==> src/rtl/dispatch_scheduler_pkg.sv <==
// Shared types for the dispatch scheduler: micro-op layout, opcodes, FU steering, FSM states.
package dispatch_scheduler_pkg;

    localparam int unsigned GPR_IDX_SIZE = 5;
    localparam int unsigned IMM_W        = 64;

    typedef enum logic [3:0] {
        OP_NOP  = 4'h0,
        OP_ADD  = 4'h1,
        OP_SUB  = 4'h2,
        OP_AND  = 4'h3,
        OP_ORR  = 4'h4,
        OP_EOR  = 4'h5,
        OP_LDUR = 4'h6,
        OP_STUR = 4'h7,
        OP_CBZ  = 4'h8,
        OP_B    = 4'h9,
        OP_HLT  = 4'hF
    } opcode_t;

    typedef enum logic {
        FU_ALU = 1'b0,
        FU_LS  = 1'b1
    } func_unit_t;

    typedef struct packed {
        opcode_t                 opcode;
        func_unit_t              fu;
        logic [GPR_IDX_SIZE-1:0] src1;
        logic [GPR_IDX_SIZE-1:0] src2;
        logic [GPR_IDX_SIZE-1:0] dst;
        logic [IMM_W-1:0]        imm;
        logic                    set_cc;
        logic                    w_enable;
    } dispatch_uop_t;

    typedef enum logic {
        SCHED_RUN    = 1'b0,
        SCHED_HALTED = 1'b1
    } sched_state_t;

    // Dispatching this micro-op stops the scheduler until a flush.
    function automatic logic is_halt(input dispatch_uop_t uop);
        return uop.opcode == OP_HLT;
    endfunction

endpackage

==> src/rtl/uop_fifo.sv <==
// Circular micro-op FIFO with occupancy count, head read and synchronous flush.
module uop_fifo #(
    parameter int unsigned Depth = 4,
    parameter int unsigned Width = 8
) (
    input  logic                     clk_i,
    input  logic                     rst_ni,
    input  logic                     flush_i,
    input  logic                     push_i,
    input  logic [Width-1:0]         data_i,
    input  logic                     pop_i,
    output logic [Width-1:0]         data_o,
    output logic [$clog2(Depth):0]   count_o,
    output logic                     empty_o,
    output logic                     full_o
);

    localparam int unsigned PtrW = $clog2(Depth);
    localparam int unsigned CntW = PtrW + 1;
    localparam logic [CntW-1:0] DepthC = CntW'(Depth);

    logic [Width-1:0] mem_q [Depth];
    logic [PtrW-1:0]  wr_ptr_q, wr_ptr_d;
    logic [PtrW-1:0]  rd_ptr_q, rd_ptr_d;
    logic [CntW-1:0]  count_q, count_d;
    logic             do_push, do_pop;

    // Status flags and qualified push/pop (never overflow or underflow).
    always_comb begin
        empty_o = (count_q == '0);
        full_o  = (count_q == DepthC);
        do_push = push_i && !full_o && !flush_i;
        do_pop  = pop_i && !empty_o && !flush_i;
        count_o = count_q;
        data_o  = mem_q[rd_ptr_q];
    end

    // Pointer and occupancy next state; pointers wrap naturally since Depth is a power of 2.
    always_comb begin
        wr_ptr_d = wr_ptr_q;
        rd_ptr_d = rd_ptr_q;
        count_d  = count_q;
        if (flush_i) begin
            wr_ptr_d = '0;
            rd_ptr_d = '0;
            count_d  = '0;
        end else begin
            if (do_push) wr_ptr_d = wr_ptr_q + PtrW'(1);
            if (do_pop)  rd_ptr_d = rd_ptr_q + PtrW'(1);
            unique case ({do_push, do_pop})
                2'b10:   count_d = count_q + CntW'(1);
                2'b01:   count_d = count_q - CntW'(1);
                default: count_d = count_q;
            endcase
        end
    end

    // Control state register.
    always_ff @(posedge clk_i or negedge rst_ni) begin
        if (!rst_ni) begin
            wr_ptr_q <= '0;
            rd_ptr_q <= '0;
            count_q  <= '0;
        end else begin
            wr_ptr_q <= wr_ptr_d;
            rd_ptr_q <= rd_ptr_d;
            count_q  <= count_d;
        end
    end

    // Payload storage; stale entries are never observed because reads are gated by count.
    always_ff @(posedge clk_i) begin
        if (do_push) mem_q[wr_ptr_q] <= data_i;
    end

endmodule

==> src/rtl/dispatch_scheduler.sv <==
// In-order dispatch buffer: queues decoded micro-ops, allocates ROB tags against a credit
// pool and steers the head to the ALU or load/store reservation station.
module dispatch_scheduler
    import dispatch_scheduler_pkg::*;
#(
    parameter int unsigned QDEPTH   = 4,
    parameter int unsigned ROB_SIZE = 16,
    parameter int unsigned TAG_W    = $clog2(ROB_SIZE)
) (
    input  logic                    in_clk,
    input  logic                    in_rst_n,
    input  logic                    in_uop_valid,
    input  dispatch_uop_t           in_uop,
    output logic                    out_uop_ready,
    input  logic                    in_alu_rs_ready,
    input  logic                    in_ls_rs_ready,
    output logic                    out_alu_valid,
    output logic                    out_ls_valid,
    output dispatch_uop_t           out_uop,
    output logic [TAG_W-1:0]        out_rob_tag,
    input  logic                    in_rob_retire,
    input  logic                    in_flush,
    output logic [$clog2(QDEPTH):0] out_count,
    output logic                    out_halted,
    output logic                    out_stalled
);

    localparam int unsigned CNT_W = $clog2(QDEPTH) + 1;
    localparam int unsigned CR_W  = TAG_W + 1;
    localparam logic [CR_W-1:0] ROB_SIZE_C = CR_W'(ROB_SIZE);

    sched_state_t     state_q, state_d;
    logic [CR_W-1:0]  credits_q, credits_d;
    logic [TAG_W-1:0] tag_q, tag_d;

    dispatch_uop_t    head;
    logic [CNT_W-1:0] count;
    logic             empty, full;
    logic             offer, dispatch, push, pop, retire_ok;

    uop_fifo #(
        .Depth (QDEPTH),
        .Width ($bits(dispatch_uop_t))
    ) u_uop_fifo (
        .clk_i   (in_clk),
        .rst_ni  (in_rst_n),
        .flush_i (in_flush),
        .push_i  (push),
        .data_i  (in_uop),
        .pop_i   (pop),
        .data_o  (head),
        .count_o (count),
        .empty_o (empty),
        .full_o  (full)
    );

    // Handshake and steering; valids never look at the RS ready inputs.
    always_comb begin
        offer         = (state_q == SCHED_RUN) && !empty && (credits_q != '0);
        out_alu_valid = offer && (head.fu == FU_ALU);
        out_ls_valid  = offer && (head.fu == FU_LS);
        dispatch      = (out_alu_valid && in_alu_rs_ready) || (out_ls_valid && in_ls_rs_ready);
        // Ready follows registered occupancy only, so a same-cycle pop cannot open a full queue.
        out_uop_ready = (state_q == SCHED_RUN) && !full;
        out_stalled   = !out_uop_ready;
        push          = in_uop_valid && out_uop_ready && !in_flush;
        pop           = dispatch && !in_flush;
        retire_ok     = in_rob_retire && (credits_q != ROB_SIZE_C);
    end

    // Visible status; payload reads as zero whenever nothing is buffered.
    always_comb begin
        out_uop     = empty ? '0 : head;
        out_rob_tag = tag_q;
        out_count   = count;
        out_halted  = (state_q == SCHED_HALTED);
    end

    // FSM, tag and credit next state; flush overrides every other event.
    always_comb begin
        state_d   = state_q;
        credits_d = credits_q;
        tag_d     = tag_q;
        if (in_flush) begin
            state_d   = SCHED_RUN;
            credits_d = ROB_SIZE_C;
            tag_d     = '0;
        end else begin
            if (dispatch) begin
                tag_d = tag_q + TAG_W'(1);
                if (is_halt(head)) state_d = SCHED_HALTED;
            end
            unique case ({dispatch, retire_ok})
                2'b10:   credits_d = credits_q - CR_W'(1);
                2'b01:   credits_d = credits_q + CR_W'(1);
                default: credits_d = credits_q;
            endcase
        end
    end

    // State registers with asynchronous clear.
    always_ff @(posedge in_clk or negedge in_rst_n) begin
        if (!in_rst_n) begin
            state_q   <= SCHED_RUN;
            credits_q <= ROB_SIZE_C;
            tag_q     <= '0;
        end else begin
            state_q   <= state_d;
            credits_q <= credits_d;
            tag_q     <= tag_d;
        end
    end

    // A retire with no outstanding entries means the ROB and scheduler disagree.
    a_retire_at_full: assert property (@(posedge in_clk) disable iff (!in_rst_n)
        !(in_rob_retire && !in_flush && (credits_q == ROB_SIZE_C)));

    a_credit_range: assert property (@(posedge in_clk) disable iff (!in_rst_n)
        credits_q <= ROB_SIZE_C);

    a_one_target: assert property (@(posedge in_clk) disable iff (!in_rst_n)
        !(out_alu_valid && out_ls_valid));

endmodule

==> config.mk <==
export PLATFORM = sky130hd
export DESIGN_NAME = dispatch_scheduler
export DESIGN_NICKNAME = d
export VERILOG_FILES = /design/src/rtl/dispatch_scheduler_pkg.sv /design/src/rtl/uop_fifo.sv /design/src/rtl/dispatch_scheduler.sv
export SDC_FILE = /design/constraint.sdc
export NUM_CORES = 1
export LEC_CHECK = 0
export ABC_AREA = 1
export CAP_MARGIN = 20
export CORE_ASPECT_RATIO = 1.4
export CORE_MARGIN = 2
export CORE_UTILIZATION = 48
export DETAILED_ROUTE_END_ITERATION = 7
export HOLD_SLACK_MARGIN = 0.03
export PLACE_DENSITY_LB_ADDON = 0.15
export SYNTH_ARGS = -nofsm -noshare
export SYNTH_HDL_FRONTEND = slang
export SYNTH_SLANG_ARGS = --single-unit
==> constraint.sdc <==
create_clock -name in_clk -period 11.9 [get_ports in_clk]
set_input_delay 2.38 -clock in_clk [delete_from_list [all_inputs] [get_ports in_clk]]
set_output_delay 2.38 -clock in_clk [all_outputs]
set_load 0.01 [all_outputs]
==> flow_summary.yaml, run 1 <==
sta:
  finalCriticalPeriod_ns: 6.33
  hold_viol_final: 0
  rsz0062_at_grt: "false"
  clock_skew_ns: 0.0224
  post-route-period-util_pct: 53.2
  finalSetupTns_ns: 0
  max_freq_mhz: 158
  relSlewSlack_pct: 34.2
  slew_viol_final: 0
  tightestPinTransition_ns: 0.988
  setup_violations: 0
synth:
  async_flop_share_pct: 4.71
  ys_ff_latch: 361
  synthFlopType: "edfxtp_1"
  syn_area_per_cell_sq_um: 12.3
  syn_inst: 1165
  synth_edf_count: 344
  syn_area_sq_um: 14300
  synth_cell_types: 30
  ys_seq_area_share_pct: 75.0
  yosys_warnings: 0
  syn_nets: 1268
placed_design:
  placed_cells: 1679
  gp_congestion: 0.758
  port_buffers: 190
  hpwl_um: 17400
clock_tree:
  insertion_delay_ns: 0.52
  clock-sinks: 361
  clockRootBuffer: "clkbuf_16"
  clock_path_buffers: 3
  cts_made_buffers: 36
  postCtsSetupBuffers: 0
  cts_tree: "built"
  cts_hold_buf: 0
  cts_resized: 0
  cts_htree_levels: 2
  path_clk_slew_ns: 0.07
critical_path:
  required_ns: 9.52
  start_kind: "register"
  crit_arrival_ns: 3.95
  critPathKind: "register to output pin"
  endpoint_kind: "output pin"
  cp_max_fo: 76
die:
  die_h_um: 209
  num_rows: 74
  core_sq_um: 29300
  ios: 191
  dieArea_sq_um: 31300
  start_util_pct: 49.0
  fp.dieW_um: 150
final_layout:
  drive_gt1_share_pct: 5.72
  syn_to_final_growth_pct: 23.4
  final_nets: 1440
  fin_cells: 1745
power:
  ir_drop_mv: 0.144
  powerDensity_nw_per_um2: 216
  clkPwrFrac_pct: 28.2
  seq_power_share_pct: 40.0
  combPwrFrac_pct: 31.8
  p_switching_mw: 1.19
  p_leak_nw: 6.08
  p_int_mw: 2.64
  netSwitchingFraction_pct: 31.1
global_route:
  grt_usage_pct: 20.5
  grt_max_degree: 97
  grt_pass1_wl_um: 49500
  overflow: 0
  grt_pass1_vias: 9035
  antenna_found_initial: 4
detailed_routing:
  drt-total-wl_um: 31800
  num_vias: 9273
  vias_per_cell: 5.31
  drc: 0
  first_pass_iters: 5
  wl_per_cell_um: 18.2
  drtIter0Drc: 623
  drtAntennaViolNets: 0
flow_run:
  drv_cap: 0
hold_path:
  hold_class: "register to register"
outcome:
  status: "complete, no violations"
-- cells by family after synthesis --
family | count (synthesis) | synth area share, %
and+or+nand+nor | 420 | 11.4
buffers and inverters | 97 | 2.73
adders and majority gates | 10 | 0.977
AOI/OAI and AO/OA | 273 | 9.67
DFF | 361 | 75.0
xor gates and xnor gates | 4 | 0.244
-- Yosys cell counts (6+ instances only) --
| cell type | instances | area, sq um |
|---|---|---|
| a21oi_1 | 88 | 440 |
| o21ai_0 | 173 | 866 |
| buf_2 | 7 | 35.0 |
| nor2_1 | 353 | 1330 |
| nand2_1 | 39 | 146 |
| edfxtp_1 | 344 | 10300 |
| inv_1 | 24 | 90.1 |
| o21ai_1 | 6 | 30.0 |
| buf_1 | 10 | 37.5 |
| ha_1 | 8 | 100 |
| nand3_1 | 16 | 80.1 |
| dfrtp_1 | 16 | 400 |
| clkbuf_1 | 48 | 180 |
-- path summary, 6_finish.rpt --
path / endpoint / cells after the start / slack [ns] / startpoint
setup reg to reg: credits_q[4] / 16 / 7.55 / u_uop_fifo.rd_ptr_q[0]
setup / recovery: out_uop[33] / 7 / 5.57 / u_uop_fifo.rd_ptr_q[0]
hold / removal: credits_q[4] / 2 / 0.54 / credits_q[4]
max in group asynchronous: u_uop_fifo.rd_ptr_q[1] / 1 / 8.92 / in_rst_n
hold reg to reg: credits_q[4] / 2 / 0.54 / credits_q[4]
min in group asynchronous: out_halted / 1 / 2.35 / in_rst_n
-- power by group through the flow --
stage	Sequential, mW	Combinational, mW	Clock [mW]
after floorplan	1.55	0.614	0
after global placement	1.56	1.22	0
after detailed placement	1.56	1.23	0
after CTS	1.53	1.24	1.10
after global routing	1.54	1.34	1.15
final	1.53	1.22	1.08
-- worst max-delay path: stages (launching register included) --
cell and delay [ns]:
dfrtp_4 0.73, buf_4 0.63, buf_4 0.76, nor2_1 0.13
nor2_1 0.14, o21ai_0 0.10, a21oi_1 0.25, clkdlybuf4s50_1 0.58
-- registers in the layout, indices dropped and copies added (netlist names) --
signal,flops
credits_q,5
out_halted,1
out_rob_tag,4
u_uop_fifo.count_o,3
u_uop_fifo.mem_q,344
u_uop_fifo.rd_ptr_q,2
u_uop_fifo.wr_ptr_q,2
-- layout make-up --
cell class | count | area (sq um)
fillers | 2359 | 11600
flip-flops and latches | 361 | 10800
multi-input cells | 707 | 3220
repair buffers | 202 | 1990
clock buffers | 45 | 977
well taps | 380 | 475
clock inverters | 19 | 154
inverters | 29 | 114
diodes | 2 | 5.00
-- cells in the final DEF, fill, tap and decap left out, types with 2 or more instances in the layout --
cell             count
a32oi_1              2
o22a_1               2
a21oi_1             88
clkbuf_16           38
nor2_1             349
bufinv_16            2
clkdlybuf4s50_1    190
dfrtp_1             14
fa_1                 2
nor2_4               4
dfrtp_4              2
nand3_1             16
o21ai_1              6
inv_1               24
edfxtp_1           344
clkinv_1             9
nand2_2              4
o21ai_0            173
nand3_2              2
ha_1                 8
xnor2_1              3
clkinv_2             8
nand2_1             39
nand4_1              4
diode_2              2
clkbuf_1             7
buf_4               12
-- per-layer routing --
layer	vias up	routed length, um	GRT usage, %
met5	-	30	0
met4	4	724	6.05
met2	243	15800	34.5
li1	4453	-	-
met1	4524	13500	27.1
met3	49	1720	3.79
-- metrics by stage --
stage	setup slack [ns]	hold slack [ns]	instance area, sq um	utilization (%)	power, mW
detailed placement	6.06	0.519	16600	56.6	2.79
finish	5.57	0.536	17700	60.5	3.83
CTS	5.51	0.534	17700	60.5	3.87
global route	5.32	0.557	17700	60.5	4.03
global placement	6.09	0.493	16600	56.6	2.78
floorplan	4.90	0.479	14300	-	2.16
No activity file was read; power rests on OpenSTA's default activity.
==> inputs of run 2 (changes only) <==
==> constraint.sdc (replaced) <==
create_clock -name in_clk -period 5.6 [get_ports in_clk]
set_input_delay 1.12 -clock in_clk [delete_from_list [all_inputs] [get_ports in_clk]]
set_output_delay 1.12 -clock in_clk [all_outputs]
set_load 0.01 [all_outputs]
==> run 2 against run 1 <==
Net effect:
- combinational power rose by 110%
- sequential power rose by 110%
- via count fell by 0.88%
- non-clock buffer count rose by 6
- critical endpoint is now out_uop[84]
- sequential share of layout area barely moved
- sequential cell count did not move
- register-to-register slack got worse by 5.4 ns
- first-iteration DRC count fell by 23%
- clock power rose by 100%
- final cell count fell by 0.17%
==> flow_summary.yaml, run 2 (synthesized netlist as in run 1, its figures left out) <==
clock_tree:
  cts_tree: "built"
  cts_resized: 0
  clock_path_buffers: 3
  clock-sinks: 361
  cts_htree_levels: 2
  cts_hold_buf: 0
  cts_made_buffers: 35
  insertion_delay_ns: 0.51
  path_clk_slew_ns: 0.06
  postCtsSetupBuffers: 0
  clockRootBuffer: "clkbuf_16"
sta:
  clock_skew_ns: 0.0107
  slew_viol_final: 0
  post-route-period-util_pct: 78.4
  hold_viol_final: 0
  tightestPinTransition_ns: 1.00
  whs_ns: 0.513
  max_freq_mhz: 228
  rsz0062_at_grt: "false"
  finalSetupTns_ns: 0
  relSlewSlack_pct: 33.1
  setup_violations: 0
  finalCriticalPeriod_ns: 4.39
flow_run:
  drv_cap: 0
critical_path:
  required_ns: 4.48
  endpoint_kind: "output pin"
  crit_arrival_ns: 3.27
  worstPathCellList: "buf_4 -> nand2_1 -> a32oi_1 -> inv_1 -> nor2_1 -> clkdlybuf4s50_1"
  slowest_delay_ns: 0.83
  start_kind: "register"
  critical_path.top_delay_family: "buffers and inverters"
  path_buf_inv: 3
  critPathKind: "register to output pin"
  cp_slowest_cell: "dfrtp_4"
  cp_max_fo: 60
power:
  p_leak_nw: 6.08
  power_mw: 8.06
  powerDensity_nw_per_um2: 455
  ir_drop_mv: 0.245
die:
  num_rows: 74
  start_util_pct: 49.0
  fp.dieW_um: 150
  ios: 191
  dieArea_sq_um: 31300
  die_h_um: 209
  core_sq_um: 29300
final_layout:
  top_register: "u_uop_fifo.mem_q"
  most-common-layout-cells: "nor2_1 (349), edfxtp_1 (344), clkdlybuf4s50_1 (190)"
  drive_gt1_share_pct: 5.51
  largest_reg_flops: 344
  final_nets: 1445
  final_util_pct: 60.6
  syn_to_final_growth_pct: 23.5
  final_common_cell: "nor2_1"
detailed_routing:
  first_pass_iters: 5
  wl_per_cell_um: 18.5
  num_vias: 9191
  drtIter0Drc: 480
  drtAntennaViolNets: 0
  drt-total-wl_um: 32200
  drc: 0
  vias_per_cell: 5.28
global_route:
  use_met1_pct: 26.2
  antenna_found_initial: 3
  met2_usage_pct: 35.0
  grt_use_met3_pct: 3.66
  grt_pass1_wl_um: 48700
  grt.busiest_layer: "met2"
  grt_usage_pct: 20.5
  overflow: 0
  grt_pass1_vias: 8854
  grt_max_degree: 89
placed_design:
  port_buffers: 190
  gp_congestion: 0.794
  hpwl_um: 18300
hold_path:
  hold_class: "register to register"
outcome:
  status: "complete, no violations"
## run 2: layout make-up
class	instances	area (sq um)
Tap cell	380	475
Clock inverter	11	95.1
Antenna cell	1	2.50
Multi-Input combinational cell	707	3220
Timing Repair Buffer	208	2090
Sequential cell	361	10800
Fill cell	2323	11500
Clock buffer	45	956
Inverter	29	114
## run 2: power breakdown
group          switching [mW]  leakage [nW]  internal [mW]  total, mW
Clock                   0.911         0.510           1.28       2.20
Combinational            1.46          2.22           1.14       2.60
Sequential              0.108          3.34           3.16       3.26
## run 2: worst paths after layout
path | cells after the start | endpoint | slack, ns | startpoint
max | 6 | out_uop[84] | 1.21 | u_uop_fifo.rd_ptr_q[0]
max in group asynchronous | 1 | u_uop_fifo.rd_ptr_q[1] | 3.87 | in_rst_n
min | 2 | credits_q[4] | 0.51 | credits_q[4]
min in group asynchronous | 1 | u_uop_fifo.count_o[0] | 1.10 | in_rst_n
max reg2reg | 15 | credits_q[4] | 2.17 | u_uop_fifo.rd_ptr_q[1]
min reg2reg | 2 | credits_q[4] | 0.51 | credits_q[4]
## run 2: worst reg2reg max path: cells and delay by family (launching register included)
kind / cells / cell delay, ns
AND/OR/NAND/NOR: 7 / 1.04
buffers and inverters: 3 / 0.80
flip-flops: 1 / 0.70
AO/OA/AOI/OAI: 3 / 0.33
adder cells (fa/ha/maj): 1 / 0.29
XOR/XNOR: 1 / 0.19
## run 2: metrics by stage
step | instances | setup WS [ns] | area (sq um)
floorplan | 1165 | -0.142 | 14300
global placement | 1685 | 1.73 | 16700
detailed placement | 1685 | 1.73 | 16700
CTS | 1741 | 1.17 | 17700
global route | 1742 | 0.964 | 17700
finish | 1742 | 1.21 | 17700
## run 2: per-layer routing
layer  routed length (um)  share of wire [%]
met3                 1680                5.2
met2                16300                 51
met5                   26              0.081
met1                13400                 41
met4                  892                2.8
